File: config.mk
export PLATFORM = sky130hd
export DESIGN_NAME = cti8_microsequencer
export DESIGN_NICKNAME = d
export VERILOG_FILES = /design/src/rtl/cti8_microsequencer.sv
export SDC_FILE = /design/constraint.sdc
export NUM_CORES = 1
export LEC_CHECK = 0
export CAP_MARGIN = 30
export CORE_UTILIZATION = 41
export CTS_BUF_LIST = sky130_fd_sc_hd__clkbuf_4
export CTS_CLUSTER_SIZE = 25
export DETAILED_ROUTE_END_ITERATION = 16
export GPL_TIMING_DRIVEN = 0
export PLACE_DENSITY_LB_ADDON = 0.25
export SLEW_MARGIN = 20
export SYNTH_ARGS = -nofsm -noshare
export SYNTH_HDL_FRONTEND = slang
export SYNTH_SLANG_ARGS = --single-unit
export TNS_END_PERCENT = 1
File: constraint.sdc
create_clock -name clk -period 3.7 [get_ports clk]
set_clock_uncertainty 0.2 [all_clocks]
set_input_delay 0.74 -clock clk [delete_from_list [all_inputs] [get_ports clk]]
set_output_delay 0.74 -clock clk [all_outputs]
set_load 0.005 [all_outputs]
File: src/rtl/cti8_microsequencer.sv
`default_nettype none
// ============================================================================
// Module   : cti8_microsequencer
// Purpose  : Instruction register and 4-bit microstep counter feeding the
//            control unit decode inputs. Handles opcode fetch stalls,
//            halt/wake and interrupt injection at instruction boundaries.
// Ports    : clk, rst        - clock, synchronous active-high reset
//            clk_en          - advance enable (all state holds when low)
//            mem_data        - opcode byte from memory bus
//            mem_ready       - memory read data valid this cycle
//            ir_load         - strobe: latch mem_data into instruction reg
//            step_reset      - strobe: end of instruction
//            halt            - strobe: enter halted state
//            irq             - level interrupt request
//            instruction     - current opcode
//            state           - current microstep
//            halted          - core halted
//            irq_ack         - one-cycle pulse when an interrupt is taken
//            step_fault      - sticky microstep counter overflow flag
// Revision : 1.0 - initial release
// ============================================================================
module cti8_microsequencer #(
    parameter int         FETCH_STEPS  = 2,
    parameter logic [7:0] IRQ_OPCODE   = 8'hFF,
    parameter logic [7:0] RESET_OPCODE = 8'h00
) (
    input  logic       clk,
    input  logic       rst,
    input  logic       clk_en,
    input  logic [7:0] mem_data,
    input  logic       mem_ready,
    input  logic       ir_load,
    input  logic       step_reset,
    input  logic       halt,
    input  logic       irq,
    output logic [7:0] instruction,
    output logic [3:0] state,
    output logic       halted,
    output logic       irq_ack,
    output logic       step_fault
);

    // Run/halt mode encoding
    localparam logic [0:0] c_MODE_RUN  = 1'b0;
    localparam logic [0:0] c_MODE_HALT = 1'b1;

    // Interrupt entry skips the common fetch steps
    localparam logic [3:0] c_IRQ_STEP  = 4'(FETCH_STEPS);

    // ------------------------------------------------------------------------
    // Registers
    // ------------------------------------------------------------------------
    logic [7:0] r_instruction;
    logic [3:0] r_state;
    logic [0:0] r_mode;
    logic       r_irq_ack;
    logic       r_step_fault;

    // ------------------------------------------------------------------------
    // Next-state wires
    // ------------------------------------------------------------------------
    logic [7:0] w_next_instruction;
    logic [3:0] w_next_state;
    logic [0:0] w_next_mode;
    logic       w_next_irq_ack;
    logic       w_next_step_fault;

    logic [3:0] w_state_inc;
    logic       w_state_carry;

    // Carry out of the 4-bit increment flags a wrap from step 15
    assign {w_state_carry, w_state_inc} = {1'b0, r_state} + 5'd1;

    always_comb begin
        w_next_instruction = r_instruction;
        w_next_state       = r_state;
        w_next_mode        = r_mode;
        w_next_irq_ack     = 1'b0;
        w_next_step_fault  = r_step_fault;

        case (r_mode)
            c_MODE_HALT: begin
                // Only an interrupt can wake the core; it is taken at once
                if (irq) begin
                    w_next_mode        = c_MODE_RUN;
                    w_next_instruction = IRQ_OPCODE;
                    w_next_state       = c_IRQ_STEP;
                    w_next_irq_ack     = 1'b1;
                end
            end
            default: begin
                if (halt) begin
                    w_next_mode = c_MODE_HALT;
                end else if (step_reset && irq) begin
                    w_next_instruction = IRQ_OPCODE;
                    w_next_state       = c_IRQ_STEP;
                    w_next_irq_ack     = 1'b1;
                end else if (step_reset) begin
                    w_next_state = 4'd0;
                end else if (ir_load && !mem_ready) begin
                    // Opcode fetch stall: wait for the memory bus
                    w_next_state = r_state;
                end else begin
                    if (ir_load) begin
                        w_next_instruction = mem_data;
                    end
                    w_next_state = w_state_inc;
                    if (w_state_carry) begin
                        w_next_step_fault = 1'b1;
                    end
                end
            end
        endcase
    end

    always_ff @(posedge clk) begin
        if (rst) begin
            r_instruction <= RESET_OPCODE;
            r_state       <= 4'd0;
            r_mode        <= c_MODE_RUN;
            r_irq_ack     <= 1'b0;
            r_step_fault  <= 1'b0;
        end else if (clk_en) begin
            r_instruction <= w_next_instruction;
            r_state       <= w_next_state;
            r_mode        <= w_next_mode;
            r_irq_ack     <= w_next_irq_ack;
            r_step_fault  <= w_next_step_fault;
        end else begin
            // The acknowledge is a pulse; never let it survive a stalled cycle
            r_irq_ack     <= 1'b0;
        end
    end

    assign instruction = r_instruction;
    assign state       = r_state;
    assign halted      = (r_mode == c_MODE_HALT);
    assign irq_ack     = r_irq_ack & clk_en;
    assign step_fault  = r_step_fault;

endmodule
`default_nettype wire

==> results.cfg, run 1 <==
[power]
powerDensity_nw_per_um2 = 322
power.net_switching_mw = 0.0904
sequentialPowerShare_pct = 49.3
p_leak_nw = 0.404
netSwitchingFraction_pct = 25.3
combPwrFrac_pct = 22.5
power_frac_clock_pct = 28.2
irDropWorstVdd_uv = 205
internal-power_mw = 0.267

[yosys]
ys_ff_latch = 15
synth_simple_gate_area_share_pct = 38.2
dominantRegCellSynth = dfxtp_1
synth.mux.area_fraction_pct = 1.34
async_reset_ff_share_pct = 0
synth.net_count = 97
cell_taking_the_most_area_after_synthesis = dfxtp_1
yosys-top-cells-area = dfxtp_1 40%, nor3_2 11%, nor2b_1 6.7%, nor2_1 6.5%, a21oi_1 4.0%
synth-warning-count = 0
synth_xor_area_share_pct = 2.34
synth_top_family_by_area = simple AND/OR/NAND/NOR gates
yosys.area_share.adder_pct = 1.67
synth-compound-area-share_pct = 12.9
number_of_enable_type_register_cells_in_the_synthesized_netlist = 0
mappedNetlistArea_sq_um = 749
post_synth_num_cell_types = 29
avg_inst_size_synth_sq_um = 9.37
synth_cells = 80
synth_top_area_share_pct = 40.1
synth_seq_area_share_pct = 40.1
yosys-top-cells-count = 15 x dfxtp_1, 13 x nor2_1, 8 x nor2b_1, 8 x nor3_2, 6 x a21oi_1
yosys.cell_count.top_type = dfxtp_1

[timing]
final-hold-violation-count = 0
finalMaxSlewViolations = 0
max_slew_margin_pct = 56.9
final_tns_setup_ns = 0
grt_setup_unrepaired = false
max_clock_freq_mhz = 340
fin_crit_ns = 2.94
period_share_pct = 79.5
final_setup_violation_count = 0
tightest_slew_ns = 0.647

[grt]
most_congested_layer_reported_by_global_routing = met2
grt_usage_pct = 17.8
first_global_vias = 588
maximum_number_of_pins_on_one_net_before_global_route_repair = 11
initial_antenna_violation_count = 0
fraction_of_met2_tracks_used_by_global_routing_pct = 28.8
globalRouteMet1Util_pct = 23.1
gr-usage-met3_pct = 2.80
grt_first_pass_wirelength_mm = 2.59
gr-total-overflow = 0

[routing]
ant_nets = 0
post_drt_wl_per_cell_microns = 11.7
drt-pass1-iter-count = 4
via_density_per_instance = 4.99
drt-total-wl_mm = 1.63
detailedRoute.firstIterationViolations = 10
dr_total_vias = 693
post-route-drc-count = 0

[clock_tree]
clk_root_buffer_cell = clkbuf_4
ctsHoldBuffers = 0
cts_tree = built
number_of_resized_instances_in_the_post_cts_repair_step = 0
tritoncts_num_sinks = 15
clk_latency_ns = 0.27
cts_buffer_depth = 2
htree_levels = 1
clk_transition_reported_paths_ns = 0.09
cts_buffers = 3
post_cts.repair.setup_buffers = 0

[setup_path]
required_ns = 2.76
cp-startpoint = clk_en
highest_delay_cell_along_the_critical_path = clkdlybuf4s50_1
critical-path-max-stage-delay_ns = 0.61
worst_path_most_repeated_cell = clkdlybuf4s50_1
worst-endpoint-arrival_ns = 2.00
reg2reg_slack_ns = 1.95
timing.critical_path.cells = clkdlybuf4s50_1 -> and2_1 -> clkdlybuf4s50_1
critical_path.top_delay_family = buffers and inverters
crit_path_start_kind = input port
worst-path-max-fanout = 7
critical_path_buf_inv_count = 2
timing.critical_path.to_type = output pin
r2r_path_start = halted$_SDFFE_PP0P_
timing_worst_setup_path_type = in2out

[placement]
place.port_buffers = 30
finalWeightedCongestion = 0.743
dpl.hpwl_mm = 1.13

[final_layout]
layout-drive-gt1-share_pct = 15.8
n_fill_cell = 169
final_net_count = 132
num_antenna_cells = 0
areaGrowthSynthToFinish_pct = 48.2
finalCoreUtilization_pct = 64.3

[floorplan]
floorplan.core_area_sq_um = 1730
placementRows = 15
die_w_microns = 44.8
initial_standard_cell_utilization_of_the_core_pct = 43.4
die_height_microns = 44.8
die_area_sq_um = 2000
boundaryPins = 31

[hold_path]
timing.hold.worst.class = reg2reg
worstHoldStart = state[1]$_SDFFE_PP0P_

[status]
status = finished clean

[run]
cap_viol_max_count = 0
==> stage by stage <==
stage          total power [mW]  cell area, sq um  worst slack, ns  hold slack (ns)  cells
4_1_cts                   0.361              1110            0.766            0.292    139
3_3_place_gp              0.258              1080            0.776            0.269    135
5_1_grt                   0.374              1110            0.720            0.329    139
3_5_place_dp              0.260              1080            0.764            0.266    135
2_1_floorplan             0.218               749             1.81            0.260     80
6_report                  0.357              1110            0.757            0.286    139
==> power by group through the flow <==
stage | clock network, mW | logic (mW) | registers, mW
after floorplan | 0 | 0.0367 | 0.181
after global placement | 0 | 0.0785 | 0.180
after global routing | 0.109 | 0.0878 | 0.177
final | 0.101 | 0.0804 | 0.176
after CTS | 0.104 | 0.0808 | 0.177
after detailed placement | 0 | 0.0796 | 0.180
==> final cells by class <==
class / count / area (sq um) / share of cell area, %
timing repair buffer: 30 / 300 / 27.0
clock buffer: 4 / 30.0 / 2.70
multi-input combinational: 60 / 423 / 38.1
sequential: 15 / 300 / 27.0
tap: 25 / 31.3 / 2.82
inverter: 3 / 11.3 / 1.01
buffer: 2 / 15.0 / 1.35
==> state kept, by name, summed over array words and instances (netlist names) <==
register	count
halted	1
r_irq_ack	1
state	4
step_fault	1
instruction	8
==> cell usage in the layout, fill, tap and decap left out, types with 2 or more instances in the layout <==
cell             synthesis  routed
clkdlybuf4s50_1          0      30
dfxtp_1                 15      15
nor2_1                  13      13
nor2b_1                  8       8
nor3_2                   8       8
a21oi_1                  6       6
clkbuf_4                 0       4
nor3b_1                  3       3
inv_1                    3       3
and2_1                   2       2
xor2_1                   2       2
==> layer usage <==
metal | up-vias | wire, microns
met5 | - | 0
met4 | 0 | 12
met3 | 2 | 81
met2 | 19 | 769
met1 | 326 | 764
li1 | 346 | -
==> worst reg2reg max path, delay by kind of cell, from the launching register on <==
family	cells	cell delay [ns]
DFF	1	0.33
and+or+nand+nor	4	0.97
buffers and inverters	1	0.13
==> kinds of logic (layout without fill, tap and decap cells) <==
kind of cell             Yosys count  after routing
AND/OR/NAND/NOR                   44             44
XOR/XNOR                           2              2
multiplexers                       1              1
flip-flops                        15             15
adder cells (fa/ha/maj)            1              1
buffers and inverters              5             39
AO/OA/AOI/OAI                     12             12
==> worst paths after layout <==
| check | end | cells after the start |
|---|---|---|
| min | state[1]$_SDFFE_PP0P_ | 2 |
| max reg2reg | instruction[2]$_SDFFE_PP0P_ | 5 |
| max | irq_ack | 3 |
| min reg2reg | state[1]$_SDFFE_PP0P_ | 2 |
(Power assumes the default switching activity.)
==> inputs of run 2 (changes only) <==
CORE_UTILIZATION = 39   (was 41)
clock period = 2.55 ns   (was 3.7 ns; I/O delays follow)
==> results.cfg, run 2 (synthesis gave the netlist of run 1 again) <==
[status]
status = finished clean

[placement]
place.port_buffers = 30
dpl.hpwl_mm = 1.22
finalWeightedCongestion = 0.742

[routing]
via_density_per_instance = 4.83
detailedRoute.firstIterationViolations = 5
ant_nets = 0
drt-pass1-iter-count = 3
post-route-drc-count = 0
dr_total_vias = 672
drt-total-wl_mm = 1.63
post_drt_wl_per_cell_microns = 11.7

[setup_path]
worst-path-max-fanout = 7
crit_path_start_kind = input port
timing_worst_setup_path_type = in2out
timing.critical_path.to_type = output pin
r2r_end = instruction[6]$_SDFFE_PP0P_
reg2reg_depth = 5
r2r_path_start = halted$_SDFFE_PP0P_
crit_end = irq_ack
required_ns = 1.84
worst-endpoint-arrival_ns = 1.78
cp-startpoint = clk_en
reg2reg_slack_ns = 0.85

[timing]
final_tns_setup_ns = 0
final_setup_violation_count = 0
fin_crit_ns = 2.49
final-hold-violation-count = 0
finalMaxSlewViolations = 0
max_slew_margin_pct = 57.5
tightest_slew_ns = 0.638
grt_setup_unrepaired = false
period_share_pct = 97.7
max_clock_freq_mhz = 401

[power]
sequentialPowerShare_pct = 50.1
p_leak_nw = 0.403
power.net_switching_mw = 0.137
irDropWorstVdd_uv = 233
netSwitchingFraction_pct = 26.7
combPwrFrac_pct = 22.8
powerDensity_nw_per_um2 = 461
internal-power_mw = 0.375
power_frac_clock_pct = 27.1

[grt]
maximum_number_of_pins_on_one_net_before_global_route_repair = 11
grt_first_pass_wirelength_mm = 2.51
first_global_vias = 615
initial_antenna_violation_count = 0
gr-total-overflow = 0
grt_usage_pct = 16.7

[run]
cap_viol_max_count = 0

[clock_tree]
cts_buffer_depth = 2
clk_root_buffer_cell = clkbuf_4
ctsHoldBuffers = 0
cts_tree = built
tritoncts_num_sinks = 15
cts_buffers = 3
post_cts.repair.setup_buffers = 0
clk_transition_reported_paths_ns = 0.09
number_of_resized_instances_in_the_post_cts_repair_step = 0
htree_levels = 1
clk_latency_ns = 0.28

[final_layout]
layout_commonest_cell = clkdlybuf4s50_1
largest_register_ff_count = 8
areaGrowthSynthToFinish_pct = 47.9
mostFrequentLayoutCells = 30 x clkdlybuf4s50_1, 15 x dfxtp_1, 13 x nor2_1
layout-drive-gt1-share_pct = 15.8
finalCoreUtilization_pct = 62.8
num_antenna_cells = 0
final_net_count = 132

[floorplan]
floorplan.core_area_sq_um = 1760
placementRows = 15
initial_standard_cell_utilization_of_the_core_pct = 42.5
die_area_sq_um = 2100
die_w_microns = 45.8
boundaryPins = 31
die_height_microns = 45.8

[hold_path]
timing.hold.worst.class = reg2reg
## run 2: changes by cell type in the layout (fill, tap and decap cells not counted)
cell | before | now
clkinv_2 | 0 | 1
clkbuf_4 | 4 | 3
## run 2: through the flow
| step | setup WS [ns] | area, sq um | hold WS, ns | power (mW) | instances |
|---|---|---|---|---|---|
| 3_5_place_dp | 0.0761 | 1080 | 0.262 | 0.378 | 135 |
| 2_1_floorplan | 0.885 | 749 | 0.260 | 0.316 | 80 |
| 5_1_grt | 0.0249 | 1110 | 0.320 | 0.539 | 139 |
| 6_report | 0.0580 | 1110 | 0.297 | 0.511 | 139 |
| 3_3_place_gp | 0.0823 | 1080 | 0.255 | 0.376 | 135 |
| 4_1_cts | 0.0713 | 1110 | 0.302 | 0.518 | 139 |
## run 2: critical path, stage by stage
cell and delay (ns):
clkdlybuf4s50_1 0.62, and2_1 0.17, clkdlybuf4s50_1 0.49
## run 2: final cells by class
type | count | area, sq um
flip-flops and latches | 15 | 300
clock buffers | 3 | 22.5
inverters | 3 | 11.3
multi-input cells | 60 | 423
plain buffers | 2 | 15.0
repair buffers | 30 | 300
well taps | 25 | 31.3
fillers | 172 | 656
clock inverters | 1 | 5.00
## run 2: worst min-delay path by stage
| stage | startpoint | to | cells after the start |
|---|---|---|---|
| floorplan | step_fault$_SDFFE_PP0P_ | step_fault$_SDFFE_PP0P_ | 2 |
| global placement | step_fault$_SDFFE_PP0P_ | step_fault$_SDFFE_PP0P_ | 2 |
| detailed placement | step_fault$_SDFFE_PP0P_ | step_fault$_SDFFE_PP0P_ | 2 |
| CTS | state[1]$_SDFFE_PP0P_ | state[1]$_SDFFE_PP0P_ | 2 |
| global route | state[1]$_SDFFE_PP0P_ | state[1]$_SDFFE_PP0P_ | 2 |
| finish | state[1]$_SDFFE_PP0P_ | state[1]$_SDFFE_PP0P_ | 2 |
## run 2: layer usage
metal	global-route usage, %	share of wire [%]	vias to the layer above
li1	-	-	344
met1	21.1	47	312
met2	26.0	48	16
met3	4.76	4.7	0
met4	8.24	0	0
met5	0	0	-
## run 2: power groups by stage
stage          clock (mW)  sequential [mW]  combinational, mW
6_report            0.139            0.256              0.116
5_1_grt             0.155            0.258              0.126
4_1_cts             0.144            0.257              0.117
3_5_place_dp            0            0.262              0.116
3_3_place_gp            0            0.262              0.115
2_1_floorplan           0            0.262             0.0533
==> inputs of run 3 (changes only) <==
CORE_MARGIN = 5   (was unset)
==> results.cfg, run 3 (synthesis gave the netlist of run 1 again) <==
[clock_tree]
number_of_resized_instances_in_the_post_cts_repair_step = 0
htree_levels = 1
clk_root_buffer_cell = clkbuf_4
clk_transition_reported_paths_ns = 0.09
post_cts.repair.setup_buffers = 0
clk_latency_ns = 0.29
tritoncts_num_sinks = 15
cts_tree = built
cts_buffers = 3
ctsHoldBuffers = 0
cts_buffer_depth = 2

[final_layout]
layout-drive-gt1-share_pct = 15.8
areaGrowthSynthToFinish_pct = 48.2
mostFrequentLayoutCells = 30 x clkdlybuf4s50_1, 15 x dfxtp_1, 13 x nor2_1
final_net_count = 132
num_antenna_cells = 0
layout_commonest_cell = clkdlybuf4s50_1
largest_register_ff_count = 8

[setup_path]
worst-endpoint-arrival_ns = 1.77
r2r_end = instruction[5]$_SDFFE_PP0P_
required_ns = 1.84
reg2reg_depth = 5
timing.critical_path.to_type = output pin
timing_worst_setup_path_type = in2out
crit_path_start_kind = input port
r2r_path_start = halted$_SDFFE_PP0P_
reg2reg_slack_ns = 0.85
worst-path-max-fanout = 7

[timing]
max_slew_margin_pct = 57.0
period_share_pct = 97.3
final_setup_violation_count = 0
finalMaxSlewViolations = 0
fin_crit_ns = 2.48
grt_setup_unrepaired = false
final_tns_setup_ns = 0
tightest_slew_ns = 0.645
max_clock_freq_mhz = 403
final-hold-violation-count = 0
postLayoutSetupSlackWorst_ns = 0.0698

[routing]
ant_nets = 0
dr_total_vias = 674
post_drt_wl_per_cell_microns = 12.4
drt-total-wl_mm = 1.72
detailedRoute.firstIterationViolations = 3
post-route-drc-count = 0
drt-pass1-iter-count = 2
via_density_per_instance = 4.85

[grt]
gr-total-overflow = 0
grt_usage_pct = 13.3
first_global_vias = 663
initial_antenna_violation_count = 0
grt_first_pass_wirelength_mm = 2.74
maximum_number_of_pins_on_one_net_before_global_route_repair = 11

[placement]
finalWeightedCongestion = 0.793
place.port_buffers = 30
dp_worst_setup_slack_ns = 0.0593
dpl.hpwl_mm = 1.37

[power]
p_leak_nw = 0.399
irDropWorstVdd_uv = 399
powerDensity_nw_per_um2 = 463

[floorplan]
boundaryPins = 31
die_w_microns = 53.8
die_area_sq_um = 2900
placementRows = 15
die_height_microns = 53.8
initial_standard_cell_utilization_of_the_core_pct = 42.0
floorplan.core_area_sq_um = 1780

[hold_path]
worstHoldStart = state[1]$_SDFFE_PP0P_
hold-path-endpoint = state[1]$_SDFFE_PP0P_
whs_path_depth = 2
timing.hold.worst.class = reg2reg

[run]
cap_viol_max_count = 0

[status]
status = finished clean
## run 3: worst max path at each step
stage,from,to,slack [ns],cells past startpoint
after floorplan,step_reset,state[2]$_SDFFE_PP0P_,0.89,4
after global placement,clk_en,irq_ack,0.09,3
after detailed placement,clk_en,irq_ack,0.06,3
after CTS,clk_en,irq_ack,0.05,3
after global routing,clk_en,irq_ack,0.02,3
final,clk_en,irq_ack,0.07,3
## run 3: metal layers
layer  track usage [%]  share of wire, %
met1              15.3                45
met2              22.6                49
met3              6.09               5.6
met4              2.55                 0
met5                 0                 0
## run 3: area by class of cell
| class | count | area [sq um] |
|---|---|---|
| timing repair buffer | 30 | 300 |
| sequential | 15 | 300 |
| buffer | 2 | 15.0 |
| clock buffer | 3 | 22.5 |
| fill | 172 | 672 |
| inverter | 3 | 11.3 |
| tap | 25 | 31.3 |
| clock inverter | 1 | 7.51 |
| multi-input combinational | 60 | 423 |
## run 3: worst max-delay path, cell delays in order
cell	delay [ns]
clkdlybuf4s50_1	0.60
and2_1	0.17
clkdlybuf4s50_1	0.49
## run 3: report_power, final
part	internal, mW	switching (mW)
registers	0.248	0.00844
clock network	0.0597	0.0822
logic	0.0687	0.0475
## run 3: through the flow
| step | total power, mW | util (%) | hold slack [ns] | cells | cell area (sq um) |
|---|---|---|---|---|---|
| after CTS | 0.524 | 62.3 | 0.293 | 139 | 1110 |
| after global routing | 0.552 | 62.3 | 0.319 | 139 | 1110 |
| after global placement | 0.377 | 60.6 | 0.275 | 135 | 1080 |
| after floorplan | 0.316 | - | 0.260 | 80 | 749 |
| after detailed placement | 0.379 | 60.6 | 0.275 | 135 | 1080 |
| final | 0.514 | 62.3 | 0.288 | 139 | 1110 |
